## config.mk

```make
export PLATFORM = sky130hd
export DESIGN_NAME = result_ascii_fmt_flat
export DESIGN_NICKNAME = d
export VERILOG_FILES = /design/src/rtl/result_ascii_fmt_pkg.sv /design/src/rtl/result_ascii_fmt_if.sv /design/src/rtl/result_ascii_fmt_dec_digit_extract.sv /design/src/rtl/result_ascii_fmt.sv /design/src/flat_wrapper.sv
export SDC_FILE = /design/constraint.sdc
export NUM_CORES = 1
export LEC_CHECK = 0
export CAP_MARGIN = 0
export CORE_AREA = 4 4 142 144
export CTS_CLUSTER_DIAMETER = 40
export CTS_CLUSTER_SIZE = 8
export DETAILED_ROUTE_END_ITERATION = 8
export DIE_AREA = 0 0 146 148
export PLACE_DENSITY = 0.71
export SYNTH_ARGS = -nofsm -noshare
export SYNTH_HDL_FRONTEND = slang
export SYNTH_SLANG_ARGS = --single-unit
```

## constraint.sdc

```tcl
create_clock -name clk -period 7.8 [get_ports clk]
set_clock_uncertainty 0.05 [all_clocks]
set_input_delay 0.78 -clock clk [delete_from_list [all_inputs] [get_ports clk]]
set_output_delay 0.78 -clock clk [all_outputs]
set_load 0.01 [all_outputs]
```

## src/rtl/result_ascii_fmt_pkg.sv

```systemverilog
// Shared constants, power-of-ten table and FSM encoding for the
// result-to-ASCII formatter of the UART calculator.
package result_ascii_fmt_pkg;

    localparam int RES_W = 33;
    localparam int NDIG  = 10;

    localparam logic [7:0] ASCII_0     = 8'h30;
    localparam logic [7:0] ASCII_MINUS = 8'h2D;
    localparam logic [7:0] ASCII_CR    = 8'h0D;
    localparam logic [7:0] ASCII_LF    = 8'h0A;

    typedef enum logic [2:0] {
        S_IDLE,
        S_LOAD,
        S_CONV,
        S_SEND,
        S_DONE
    } state_e;

    function automatic logic [RES_W-1:0] pow10(input logic [3:0] idx);
        logic [RES_W-1:0] p;
        case (idx)
            4'd0:    p = 33'd1;
            4'd1:    p = 33'd10;
            4'd2:    p = 33'd100;
            4'd3:    p = 33'd1000;
            4'd4:    p = 33'd10000;
            4'd5:    p = 33'd100000;
            4'd6:    p = 33'd1000000;
            4'd7:    p = 33'd10000000;
            4'd8:    p = 33'd100000000;
            4'd9:    p = 33'd1000000000;
            default: p = 33'd1;
        endcase
        return p;
    endfunction

endpackage

```

## src/rtl/result_ascii_fmt_if.sv

```systemverilog
// Byte stream toward the UART transmitter: valid/ready handshake.
interface result_ascii_fmt_if;

    logic [7:0] data;
    logic       valid;
    logic       ready;

    modport master (output data, output valid, input ready);
    modport slave  (input data, input valid, output ready);

endinterface

```

## src/rtl/result_ascii_fmt_dec_digit_extract.sv

```systemverilog
// Binary to decimal digits by repeated subtraction of powers of ten,
// one compare/subtract per cycle, MSD slot first.
module dec_digit_extract
    import result_ascii_fmt_pkg::*;
(
    input  logic                     clk,
    input  logic                     rst,
    input  logic                     load_i,
    input  logic                     step_i,
    input  logic [RES_W-1:0]         res_i,
    output logic                     neg_o,
    output logic                     last_o,
    output logic [NDIG-1:0][3:0]     dig_o
);

    logic [RES_W-1:0]     mag_q, mag_d;
    logic [3:0]           pidx_q, pidx_d;
    logic [NDIG-1:0][3:0] dig_q, dig_d;
    logic                 neg_q, neg_d;
    logic [RES_W-1:0]     pw;
    logic                 ge;

    assign pw = pow10(pidx_q);
    assign ge = (mag_q >= pw);

    // Unsigned RES_W-bit magnitude: the most negative input maps cleanly.
    always_comb begin
        mag_d  = mag_q;
        pidx_d = pidx_q;
        dig_d  = dig_q;
        neg_d  = neg_q;
        if (load_i) begin
            neg_d  = res_i[RES_W-1];
            mag_d  = res_i[RES_W-1] ? -res_i : res_i;
            pidx_d = 4'(NDIG - 1);
            dig_d  = '0;
        end else if (step_i) begin
            if (ge) begin
                mag_d         = mag_q - pw;
                dig_d[pidx_q] = dig_q[pidx_q] + 4'd1;
            end else if (pidx_q != 4'd0) begin
                pidx_d = pidx_q - 4'd1;
            end
        end
    end

    always_ff @(posedge clk) begin
        if (rst) begin
            mag_q  <= '0;
            pidx_q <= '0;
            dig_q  <= '0;
            neg_q  <= 1'b0;
        end else begin
            mag_q  <= mag_d;
            pidx_q <= pidx_d;
            dig_q  <= dig_d;
            neg_q  <= neg_d;
        end
    end

    assign last_o = step_i && !ge && (pidx_q == 4'd0);
    assign neg_o  = neg_q;
    assign dig_o  = dig_q;

endmodule

```

## src/rtl/result_ascii_fmt.sv

```systemverilog
// Captures an ALU result, formats it as signed decimal ASCII and
// streams the line byte by byte to the UART transmitter.
module result_ascii_fmt
    import result_ascii_fmt_pkg::*;
#(
    parameter bit CRLF_EN = 1'b1
) (
    input  logic               clk,
    input  logic               rst,
    input  logic [RES_W-1:0]   calc_res_i,
    input  logic               alu_done_i,
    output logic               busy_o,
    output logic               fmt_done_o,
    result_ascii_fmt_if.master tx
);

    // Send slots: 0 '-', 1..NDIG digits MSD..LSD, then CR, LF.
    localparam logic [3:0] LAST_SP = CRLF_EN ? 4'(NDIG + 2) : 4'(NDIG);

    state_e               state_q, state_d;
    logic [RES_W-1:0]     res_q, res_d;
    logic [3:0]           sp_q, sp_d;
    logic                 neg;
    logic                 last;
    logic [NDIG-1:0][3:0] dig;
    logic [3:0]           msd;
    logic [3:0]           first_sp;
    logic [7:0]           byte_c;

    dec_digit_extract u_dig (
        .clk    (clk),
        .rst    (rst),
        .load_i (state_q == S_LOAD),
        .step_i (state_q == S_CONV),
        .res_i  (res_q),
        .neg_o  (neg),
        .last_o (last),
        .dig_o  (dig)
    );

    always_comb begin
        msd = 4'd0;
        for (int i = 0; i < NDIG; i++) begin
            if (dig[i] != 4'd0) msd = 4'(i);
        end
    end

    assign first_sp = 4'(NDIG) - msd;

    always_comb begin
        byte_c = ASCII_LF;
        unique case (1'b1)
            (sp_q == 4'd0):
                byte_c = ASCII_MINUS;
            (sp_q >= 4'd1 && sp_q <= 4'(NDIG)):
                byte_c = ASCII_0 + {4'd0, dig[4'(NDIG) - sp_q]};
            (sp_q == 4'(NDIG + 1)):
                byte_c = ASCII_CR;
            default:
                byte_c = ASCII_LF;
        endcase
    end

    always_comb begin
        state_d = state_q;
        res_d   = res_q;
        sp_d    = sp_q;
        unique case (state_q)
            S_IDLE: begin
                if (alu_done_i) begin
                    res_d   = calc_res_i;
                    state_d = S_LOAD;
                end
            end
            S_LOAD: state_d = S_CONV;
            S_CONV: begin
                if (last) begin
                    sp_d    = neg ? 4'd0 : first_sp;
                    state_d = S_SEND;
                end
            end
            S_SEND: begin
                if (tx.ready) begin
                    if (sp_q == LAST_SP) state_d = S_DONE;
                    else if (sp_q == 4'd0) sp_d = first_sp;
                    else sp_d = sp_q + 4'd1;
                end
            end
            S_DONE: state_d = S_IDLE;
            default: state_d = S_IDLE;
        endcase
    end

    always_ff @(posedge clk) begin
        if (rst) begin
            state_q <= S_IDLE;
            res_q   <= '0;
            sp_q    <= '0;
        end else begin
            state_q <= state_d;
            res_q   <= res_d;
            sp_q    <= sp_d;
        end
    end

    assign tx.valid   = (state_q == S_SEND);
    assign tx.data    = (state_q == S_SEND) ? byte_c : 8'h00;
    assign busy_o     = (state_q != S_IDLE);
    assign fmt_done_o = (state_q == S_DONE);

endmodule
```

## src/flat_wrapper.sv

```systemverilog
// flat-port wrapper written by rule: the top's interface ports become plain ports
module result_ascii_fmt_flat import result_ascii_fmt_pkg::*;
#(
    parameter bit CRLF_EN = 1'b1
)
  (clk, rst, calc_res_i, alu_done_i, busy_o, fmt_done_o, tx_data, tx_valid, tx_ready);
  result_ascii_fmt_if tx_i ();
  input  logic clk;
  input  logic rst;
  input  logic [RES_W-1:0] calc_res_i;
  input  logic alu_done_i;
  output logic busy_o;
  output logic fmt_done_o;
  output wire logic [$bits(tx_i.data)-1:0] tx_data;
  output wire logic [$bits(tx_i.valid)-1:0] tx_valid;
  input wire logic [$bits(tx_i.ready)-1:0] tx_ready;
  assign tx_data = tx_i.data;
  assign tx_valid = tx_i.valid;
  assign tx_i.ready = tx_ready;
  result_ascii_fmt #(.CRLF_EN(CRLF_EN)) u_core (.clk(clk), .rst(rst), .calc_res_i(calc_res_i), .alu_done_i(alu_done_i), .busy_o(busy_o), .fmt_done_o(fmt_done_o), .tx(tx_i));
endmodule
```

# == Yosys cells after proc, flatten, opt, wreduce, memory -nomap -nowiden ==
# Memories as Yosys holds them, arrays and structs flattened.
# Index checks and enable logic that the tools add are counted.
# totals
ff_bits,118
mem_bits_ro,480
input_bits,37
out_inout_bits,11
elab_cells,113
memories,1
# mem_list
memory,depth,width,read_ports,rd_ports_with_merged_regs,wr,line_no,source
(name not given),16,30,1,0,0,result_ascii_fmt_pkg.sv:23,case (idx)
# op_classes
n_addsub,8
n_lt_le_gt_ge,6
n_eq_ne,12
mux,37
bitwise_logic,1
n_reduce_logical,31
# ops
cell,n
$mux 33,4
$mux 4,20
$bwmux 40,1
$reduce_bool 4->1,10
$ge 33x33->1,1
$neg 33->33,1
$sub 33x33->33,1
$bmux 4 s4,2
$pmux 8 s3,1
$demux 4 s4,1
$mux 3,4
$pmux 3 s4,1
$lt 4x5->1 const B,2
$add 4x1->4 const B,2
$eq 4x4->1 const B,2
$ge 4x1->1 const B,2
$logic_not 4->1,2
$mux 8,1
$pmux 4 s2,1
$reduce_and 4->1,2
$reduce_bool 2->1,4
$sub 4x4->4 const A,2
$add 6x4->7 const A,1
$eq 3x2->1 const B,2
other kinds (15),25

# == Longest topological paths before layout ==
# Gate-level depths: netlist (run 1).
# logic_depth
depth_word,15
depth_mapped,18
ltp_nobuf,14

# == Cells and area by module ==
# Synthesis (run 1) repeated with hierarchy kept, for this count alone.
# unflattened
hier_cells,1051
area_unflattened_um2,8455.6
# modules_own_cells
mod,instances,cells_each,area_each_um2,seq_area_each_um2
dec_digit_extract,1,773,6183.4,1561.5
result_ascii_fmt,1,278,2272.2,800.8

# == Least setup slack after synthesis (run 1) ==
# No wires, ideal clock.
# synth_path
path_kind,reg2reg
start,register u_core.u_dig.pidx_q[0]
end,register u_core.u_dig.mag_q[30]
arrival_time_ns,3.824
setup_slack_ns,3.835
stages_incl_launch_ff,17
path_buffers,3
period_less_slack_ns,3.965
cell_sequence,dfxtp_1 > buf_2 > buf_1 > inv_1 > ha_1 > and2_1 > a21oi_1 > ha_1 > nand4_2 > or3_1 > a211oi_2 > or3_4 > a21oi_2 > nand2b_4 > buf_6 > or4_1 > a311oi_1
# synth_between
elab_chain_cells,5
# synth_rtl
element,line_no,source
from (decl),result_ascii_fmt_dec_digit_extract.sv:17,"logic [3:0] pidx_q, pidx_d;"
from (signal assigned),result_ascii_fmt_dec_digit_extract.sv:55,pidx_q <= pidx_d;
$mem_v2 16x30 *,--,
$sub 33x33->33,result_ascii_fmt_dec_digit_extract.sv:39,mag_d = mag_q - pw;
$mux 33,result_ascii_fmt_dec_digit_extract.sv:38,if (ge) begin
$mux 33,result_ascii_fmt_dec_digit_extract.sv:37,end else if (step_i) begin
$mux 33,result_ascii_fmt_dec_digit_extract.sv:32,if (load_i) begin
to (signal assigned),result_ascii_fmt_dec_digit_extract.sv:54,mag_q <= mag_d;
to (decl),result_ascii_fmt_dec_digit_extract.sv:16,"logic [RES_W-1:0] mag_q, mag_d;"
# Mark *: on every way between the ends. The rest lies on a longest branch, timed or not. The select of a mux whose other input is x is not followed.
# A chain may end at the register's enable or synchronous reset.

# == Worst setup path after layout (run 1) ==
# layout_path
start,register u_core.u_dig.pidx_q[2]
end,register u_core.u_dig.mag_q[24]
# Same word-level chain as after synthesis.

==> flow_summary_export.csv, run 1 <==
group,metric,value,unit
outcome,result_of_the_run,"finished clean",
synthesis,synth_cell_type_count,78,
die,dieHeight,148,um
detailed_routing,avgViaCountPerCell,5.92,
cts,cts_post_setup_buffers_inserted,0,
placement,placement.setup.worst_slack,2.80,ns
pwr,power.leakage,3.60,nW
flow_run,drv_cap,0,
die,design.die.area,21600,sq um
cells_and_area,num_antenna_cells,0,
grt,global_route.overflow_total,0,
detailed_routing,drtAntennaViolNets,0,
synthesis,synth.yosys.warnings,0,
worst_setup_path,critPathRequiredTime,8.09,ns
pwr,vdd_drop_max,0.198,mV
die,top_level_ports,48,
worst_setup_path,critPathLaunchType,"register",
detailed_routing,route.final.wire_length,23.5,mm
sta,timing.final.max_slew_violations,0,
placement,globalplace.congestion,0.921,
cells_and_area,finalNetCount,1177,
synthesis,postSynthAreaPerCell,7.82,sq um
synthesis,most_common_flop_cell_mapped_by_yosys,"sky130_fd_sc_hd__dfxtp_1",
synthesis,most_instantiated_cells_after_synthesis,"165 x sky130_fd_sc_hd__nand2_1, 118 x sky130_fd_sc_hd__dfxtp_1, 102 x sky130_fd_sc_hd__a21oi_1",
die,die_width,146,um
detailed_routing,dr.first_iter.drc_count,459,
sta,fin_tns_setup,0,ns
synthesis,async_reset_ff_frac,0,
synthesis,synth_top_area_frac,0.277,
pwr,power-per-cell-area,453,nW/um^2
placement,numPortBuffers,45,
cts,root_buffer,"sky130_fd_sc_hd__clkbuf_16",
die,rows,50,
grt,global_route.usage.total,0.218,
die,initial_utilization,0.457,
synthesis,synth_top_cell_by_area,"sky130_fd_sc_hd__dfxtp_1",
grt,vias_in_the_first_global_route,7724,
cts,cts_max_level,4,
worst_setup_path,crit_type,"register to register",
worst_setup_path,setup.worst_path.end_class,"register",
die,core,18700,sq um
grt,grt_pass1_wl,38.7,mm
cts,post_cts_resize_count,0,
synthesis,synthMostInstantiatedCell,"sky130_fd_sc_hd__nand2_1",
sta,max_clock_freq,198,MHz
synthesis,synth-edff-count,0,
detailed_routing,drc,0,
pwr,total_power,4.39,mW
cells_and_area,fin_util,0.518,
synthesis,syn-cell-area,8540,sq um
detailed_routing,vias,7945,
cells_and_area,final_layout_size_suffix_gt1_frac,0.0803,
grt,grt_antenna_before_repair,0,
sta,timing.final.ws_setup,2.75,ns
sta,setup_viol,0,
sta,hold_violations,0,
worst_setup_path,worst-path-max-fanout,18,
synthesis,synth-seq-cells,118,
placement,dp_hpwl,17.4,mm
sta,final.period_utilization,0.647,
worst_setup_path,crit_arrival,5.34,ns
cells_and_area,fillCellCount,1767,
cts,clkTransAtPathRegs,0.06,ns
sta,worst_slew_pin_slew,1.05,ns
cts,cts_tree,"yes",
cells_and_area,synthToLayoutAreaGrowth,13.4,%
worst_hold_path,worstHoldPathType,"register to register",
sta,relSlewSlack,0.298,
grt,grt_start_max_net_pins,54,
sta,rsz0062_at_grt,"no",
sta,fin_crit,5.05,ns
cts,numClockSinks,118,
cts,numCtsBuffers,17,
cts,number_of_hold_repair_buffers_added_at_the_cts_stage,0,
synthesis,synth_sequential_area_ratio,0.277,
cts,clock_insertion_delay_worst_skew,0.43,ns
cts,clockBufferDepth,2,
detailed_routing,drt_first_pass_iters,6,
synthesis,yosys-top-cells-area,"sky130_fd_sc_hd__dfxtp_1 28%, sky130_fd_sc_hd__nand2_1 7.2%, sky130_fd_sc_hd__ha_1 6.4%",
synthesis,postSynthCellCount,1092,
detailed_routing,routedWlPerCell,17.5,um
[final cells by class]
class	instances	area, sq um	area share
multi-input cells	879	5800	0.599
flip-flops and latches	118	2360	0.244
repair buffers	56	528	0.0545
clock buffers	20	467	0.0482
well taps	234	293	0.0302
clock inverters	12	151	0.0156
inverters	23	86.3	0.00891
[state kept, by name, indices dropped and copies added (netlist names)]
signal / cells
u_core.res_q: 33
u_core.u_dig.pidx_q: 4
u_core.u_dig.neg_o: 1
u_core.sp_q: 4
u_core.state_q: 3
u_core.u_dig.mag_q: 33
u_core.u_dig.dig_o: 40
[logic make-up (layout without fill, tap and decap cells)]
group	after synthesis	after routing	share of synthesized area
DFF	118	118	0.277
muxes	65	65	0.0999
buffers and inverters	96	111	0.0460
and+or+nand+nor	423	423	0.238
other	1	2	0.000439
AOI/OAI and AO/OA	288	288	0.215
adders and majority gates	45	45	0.0668
xor gates and xnor gates	56	56	0.0574
[critical path: stages, from the launching register on]
cell and delay, ns:
sky130_fd_sc_hd__dfxtp_1 0.69, sky130_fd_sc_hd__nor2b_1 0.72, sky130_fd_sc_hd__nand2_1 0.21, sky130_fd_sc_hd__ha_1 0.38, sky130_fd_sc_hd__a21o_1 0.21, sky130_fd_sc_hd__a211oi_1 0.45, sky130_fd_sc_hd__a211oi_2 0.13, sky130_fd_sc_hd__or3_4 0.41
sky130_fd_sc_hd__a21oi_2 0.58, sky130_fd_sc_hd__buf_4 0.34, sky130_fd_sc_hd__o21ai_2 0.28, sky130_fd_sc_hd__a21boi_1 0.24, sky130_fd_sc_hd__a311oi_1 0.26
[report_power, final]
part           total (mW)  switching, mW  internal (mW)  leakage (nW)
sequential          0.840          0.124          0.716         0.961
clock               0.814          0.289          0.526         0.302
combinational        2.74           1.65           1.08          2.34
[worst paths after layout]
path	start	to	slack, ns	depth (start not counted)
worst max-delay path	u_core.u_dig.pidx_q[2]	u_core.u_dig.mag_q[24]	2.75	12
worst min-delay path	u_core.u_dig.dig_o[15]	u_core.u_dig.dig_o[15]	0.44	2
worst max register to register	u_core.u_dig.pidx_q[2]	u_core.u_dig.mag_q[24]	2.75	12
worst min register to register	u_core.u_dig.dig_o[15]	u_core.u_dig.dig_o[15]	0.44	2
[routing by layer]
layer | share of wire | GRT usage | up-vias
met5 | 0 | 0 | -
met4 | 0.030 | 0.0936 | 0
met3 | 0.062 | 0.0429 | 57
met2 | 0.45 | 0.350 | 270
met1 | 0.45 | 0.286 | 3672
li1 | - | - | 3946
[cell usage in the layout (no fill, tap or decap), types with 12 or more instances in the layout]
master / n
sky130_fd_sc_hd__a21o_1: 16
sky130_fd_sc_hd__a311oi_1: 12
sky130_fd_sc_hd__mux4_2: 16
sky130_fd_sc_hd__dfxtp_1: 118
sky130_fd_sc_hd__xor2_1: 21
sky130_fd_sc_hd__nor4_1: 13
sky130_fd_sc_hd__ha_1: 44
sky130_fd_sc_hd__nor2_1: 96
sky130_fd_sc_hd__o21ai_0: 55
sky130_fd_sc_hd__a211oi_1: 18
sky130_fd_sc_hd__nor3_1: 23
sky130_fd_sc_hd__inv_1: 23
sky130_fd_sc_hd__nand3_1: 29
sky130_fd_sc_hd__xnor2_1: 35
sky130_fd_sc_hd__a21oi_1: 102
sky130_fd_sc_hd__clkbuf_16: 17
sky130_fd_sc_hd__nand2_1: 165
sky130_fd_sc_hd__mux2i_1: 47
sky130_fd_sc_hd__o31ai_1: 13
sky130_fd_sc_hd__clkdlybuf4s50_1: 44
[per-stage QoR]
stage	cells	hold slack (ns)	area, sq um
2_1_floorplan	1093	0.387	8550
3_3_place_gp	1310	0.415	9070
3_5_place_dp	1310	0.424	9070
4_1_cts	1342	0.433	9680
5_1_grt	1342	0.455	9680
6_report	1342	0.435	9680
Power figures use the tool's default switching activity.
==> inputs of run 2 (changes only) <==
Clock period 7.8 ns to 5.3 ns, I/O delays scaled along.
==> run 2 against run 1 <==
  * Routed wire length increased by 0.57%
  * Core utilization shrank 0.28 points
  * Sequential power up 46%
  * Non-clock buffer count increased by 1
  * Sequential cell count unchanged
  * Largest power group unchanged
  * Total power is 48% higher
  * Final cell count unchanged
  * Sequential share of layout area rose by 0.13 points
  * Clock-buffer cell count grew 2
  * Global-route usage up 0.14 points
  * Via count grew 1.5%
  * Highest routed layer unchanged
  * Worst hold slack got worse by 0.0012 ns
==> flow_summary_export.csv, run 2 (same netlist as run 1, synthesis figures left out) <==
group,metric,value,unit
outcome,result_of_the_run,"finished clean",
cts,cts_max_level,4,
sta,holdWs,0.434,ns
cells_and_area,layout_commonest_cell,"sky130_fd_sc_hd__nand2_1",
cells_and_area,fin_util,0.515,
sta,timing.final.max_slew_violations,0,
sta,final.period_utilization,0.846,
worst_setup_path,critPathRequiredTime,5.57,ns
sta,fin_crit,4.48,ns
cells_and_area,largest_register_ffs,40,
sta,setup_viol,0,
cells_and_area,final_cell_mix,"165 x sky130_fd_sc_hd__nand2_1, 118 x sky130_fd_sc_hd__dfxtp_1, 102 x sky130_fd_sc_hd__a21oi_1",
detailed_routing,topRoutingLayerUsed,"met4",
die,dieHeight,148,um
cts,number_of_hold_repair_buffers_added_at_the_cts_stage,0,
cells_and_area,synthToLayoutAreaGrowth,12.7,%
sta,fin_tns_setup,0,ns
placement,globalplace.congestion,0.964,
cells_and_area,fin_cells,1342,
cells_and_area,final-seq-area,2360,sq um
cts,clockBufferDepth,2,
worst_setup_path,critPathLaunchType,"register",
die,rows,50,
pwr,switching_part_of_the_total_power,0.485,
cts,numCtsBuffers,17,
cells_and_area,fillCellCount,1811,
pwr,clock_network_fraction_of_total_power,0.170,
cells_and_area,multi_input_comb_area,5800,sq um
cells_and_area,final_area,9630,sq um
placement,standard_cell_area_after_detailed_placement,9070,sq um
detailed_routing,drc,0,
die,die_width,146,um
die,core,18700,sq um
pwr,power.leakage,3.57,nW
detailed_routing,drtAntennaViolNets,0,
cells_and_area,finalNetCount,1178,
cts,numClockSinks,118,
cts,cts_tree,"yes",
grt,global_route.overflow_total,0,
worst_setup_path,crit_arrival,4.75,ns
pwr,total_power,6.52,mW
die,design.die.area,21600,sq um
grt,grt_start_max_net_pins,56,
cts,cts_post_setup_buffers_inserted,0,
sta,timing.final.ws_setup,0.817,ns
grt,global_route.usage.total,0.219,
worst_setup_path,worst-path-max-fanout,26,
detailed_routing,vias,8068,
detailed_routing,avgViaCountPerCell,6.01,
pwr,cellInternalPower,3.35,mW
pwr,vdd_drop_max,0.324,mV
die,initial_utilization,0.457,
detailed_routing,wl_met1,11.4,mm
detailed_routing,dr.first_iter.drc_count,937,
pwr,power_frac_comb,0.640,
placement,dp_hpwl,17.6,mm
worst_setup_path,setup.worst_path.end_class,"register",
detailed_routing,routed-wl-met2,10.1,mm
pwr,netSwitchingPower,3.16,mW
detailed_routing,route.met3.wl,1.76,mm
flow_run,drv_cap,0,
placement,placement.setup.worst_slack,0.913,ns
grt,grt_antenna_before_repair,0,
worst_hold_path,worstHoldPathCells,2,
cells_and_area,num_antenna_cells,0,
cts,root_buffer,"sky130_fd_sc_hd__clkbuf_16",
grt,vias_in_the_first_global_route,7483,
sta,hold_violations,0,
placement,dp.cells,1311,
placement,numPortBuffers,45,
worst_setup_path,worst_r2r_path_depth,14,
detailed_routing,routedWlPerCell,17.6,um
die,top_level_ports,48,
detailed_routing,route.final.wire_length,23.6,mm
pwr,share_seq_of_total_power,0.189,
detailed_routing,drt_first_pass_iters,6,
sta,max_clock_freq,223,MHz
pwr,power-per-cell-area,677,nW/um^2
sta,relSlewSlack,0.266,
cts,clkTransAtPathRegs,0.06,ns
cts,clock_insertion_delay_worst_skew,0.42,ns
sta,worst_slew_pin_slew,1.10,ns
sta,rsz0062_at_grt,"no",
cts,post_cts_resize_count,0,
worst_hold_path,worstHoldPathType,"register to register",
grt,grt_pass1_wl,38.9,mm
worst_setup_path,crit_type,"register to register",
cells_and_area,final_layout_size_suffix_gt1_frac,0.0767,
run 2: layer usage:
metal	GRT usage	up-vias
met5	0	-
met3	0.0469	31
met4	0.0574	0
li1	-	3960
met2	0.327	286
met1	0.321	3791
run 2: final timing paths:
check | slack, ns | endpoint | from
max reg2reg | 0.82 | u_core.u_dig.mag_q[25] | u_core.u_dig.pidx_q[1]
min reg2reg | 0.43 | u_core.res_q[4] | u_core.res_q[4]
max | 0.82 | u_core.u_dig.mag_q[25] | u_core.u_dig.pidx_q[1]
min | 0.43 | u_core.res_q[4] | u_core.res_q[4]
run 2: final cells by class:
cell class,count,area share
multi-input combinational,879,0.602
sequential,118,0.245
timing repair buffer,57,0.0556
clock buffer,22,0.0472
tap,234,0.0304
clock inverter,9,0.0108
inverter,23,0.00896
run 2: power groups by stage:
stage               logic [mW]  clock network (mW)  registers (mW)
floorplan                 3.20                   0            1.16
global placement          4.04                   0            1.25
detailed placement        4.03                   0            1.24
CTS                       4.08                1.12            1.23
global route              4.62                1.16            1.25
finish                    4.17                1.11            1.23
run 2: worst max-delay path: stages (launching register included):
cell and delay [ns]:
sky130_fd_sc_hd__dfxtp_1 0.75, sky130_fd_sc_hd__inv_1 0.22, sky130_fd_sc_hd__ha_1 0.30, sky130_fd_sc_hd__and2_1 0.18, sky130_fd_sc_hd__inv_1 0.22, sky130_fd_sc_hd__ha_1 0.36, sky130_fd_sc_hd__a21oi_1 0.29, sky130_fd_sc_hd__o21ai_0 0.15
sky130_fd_sc_hd__a2111oi_0 0.44, sky130_fd_sc_hd__o211ai_1 0.18, sky130_fd_sc_hd__a21oi_2 0.12, sky130_fd_sc_hd__buf_4 0.34, sky130_fd_sc_hd__nand2b_4 0.37, sky130_fd_sc_hd__a21oi_1 0.11, sky130_fd_sc_hd__a221oi_1 0.27
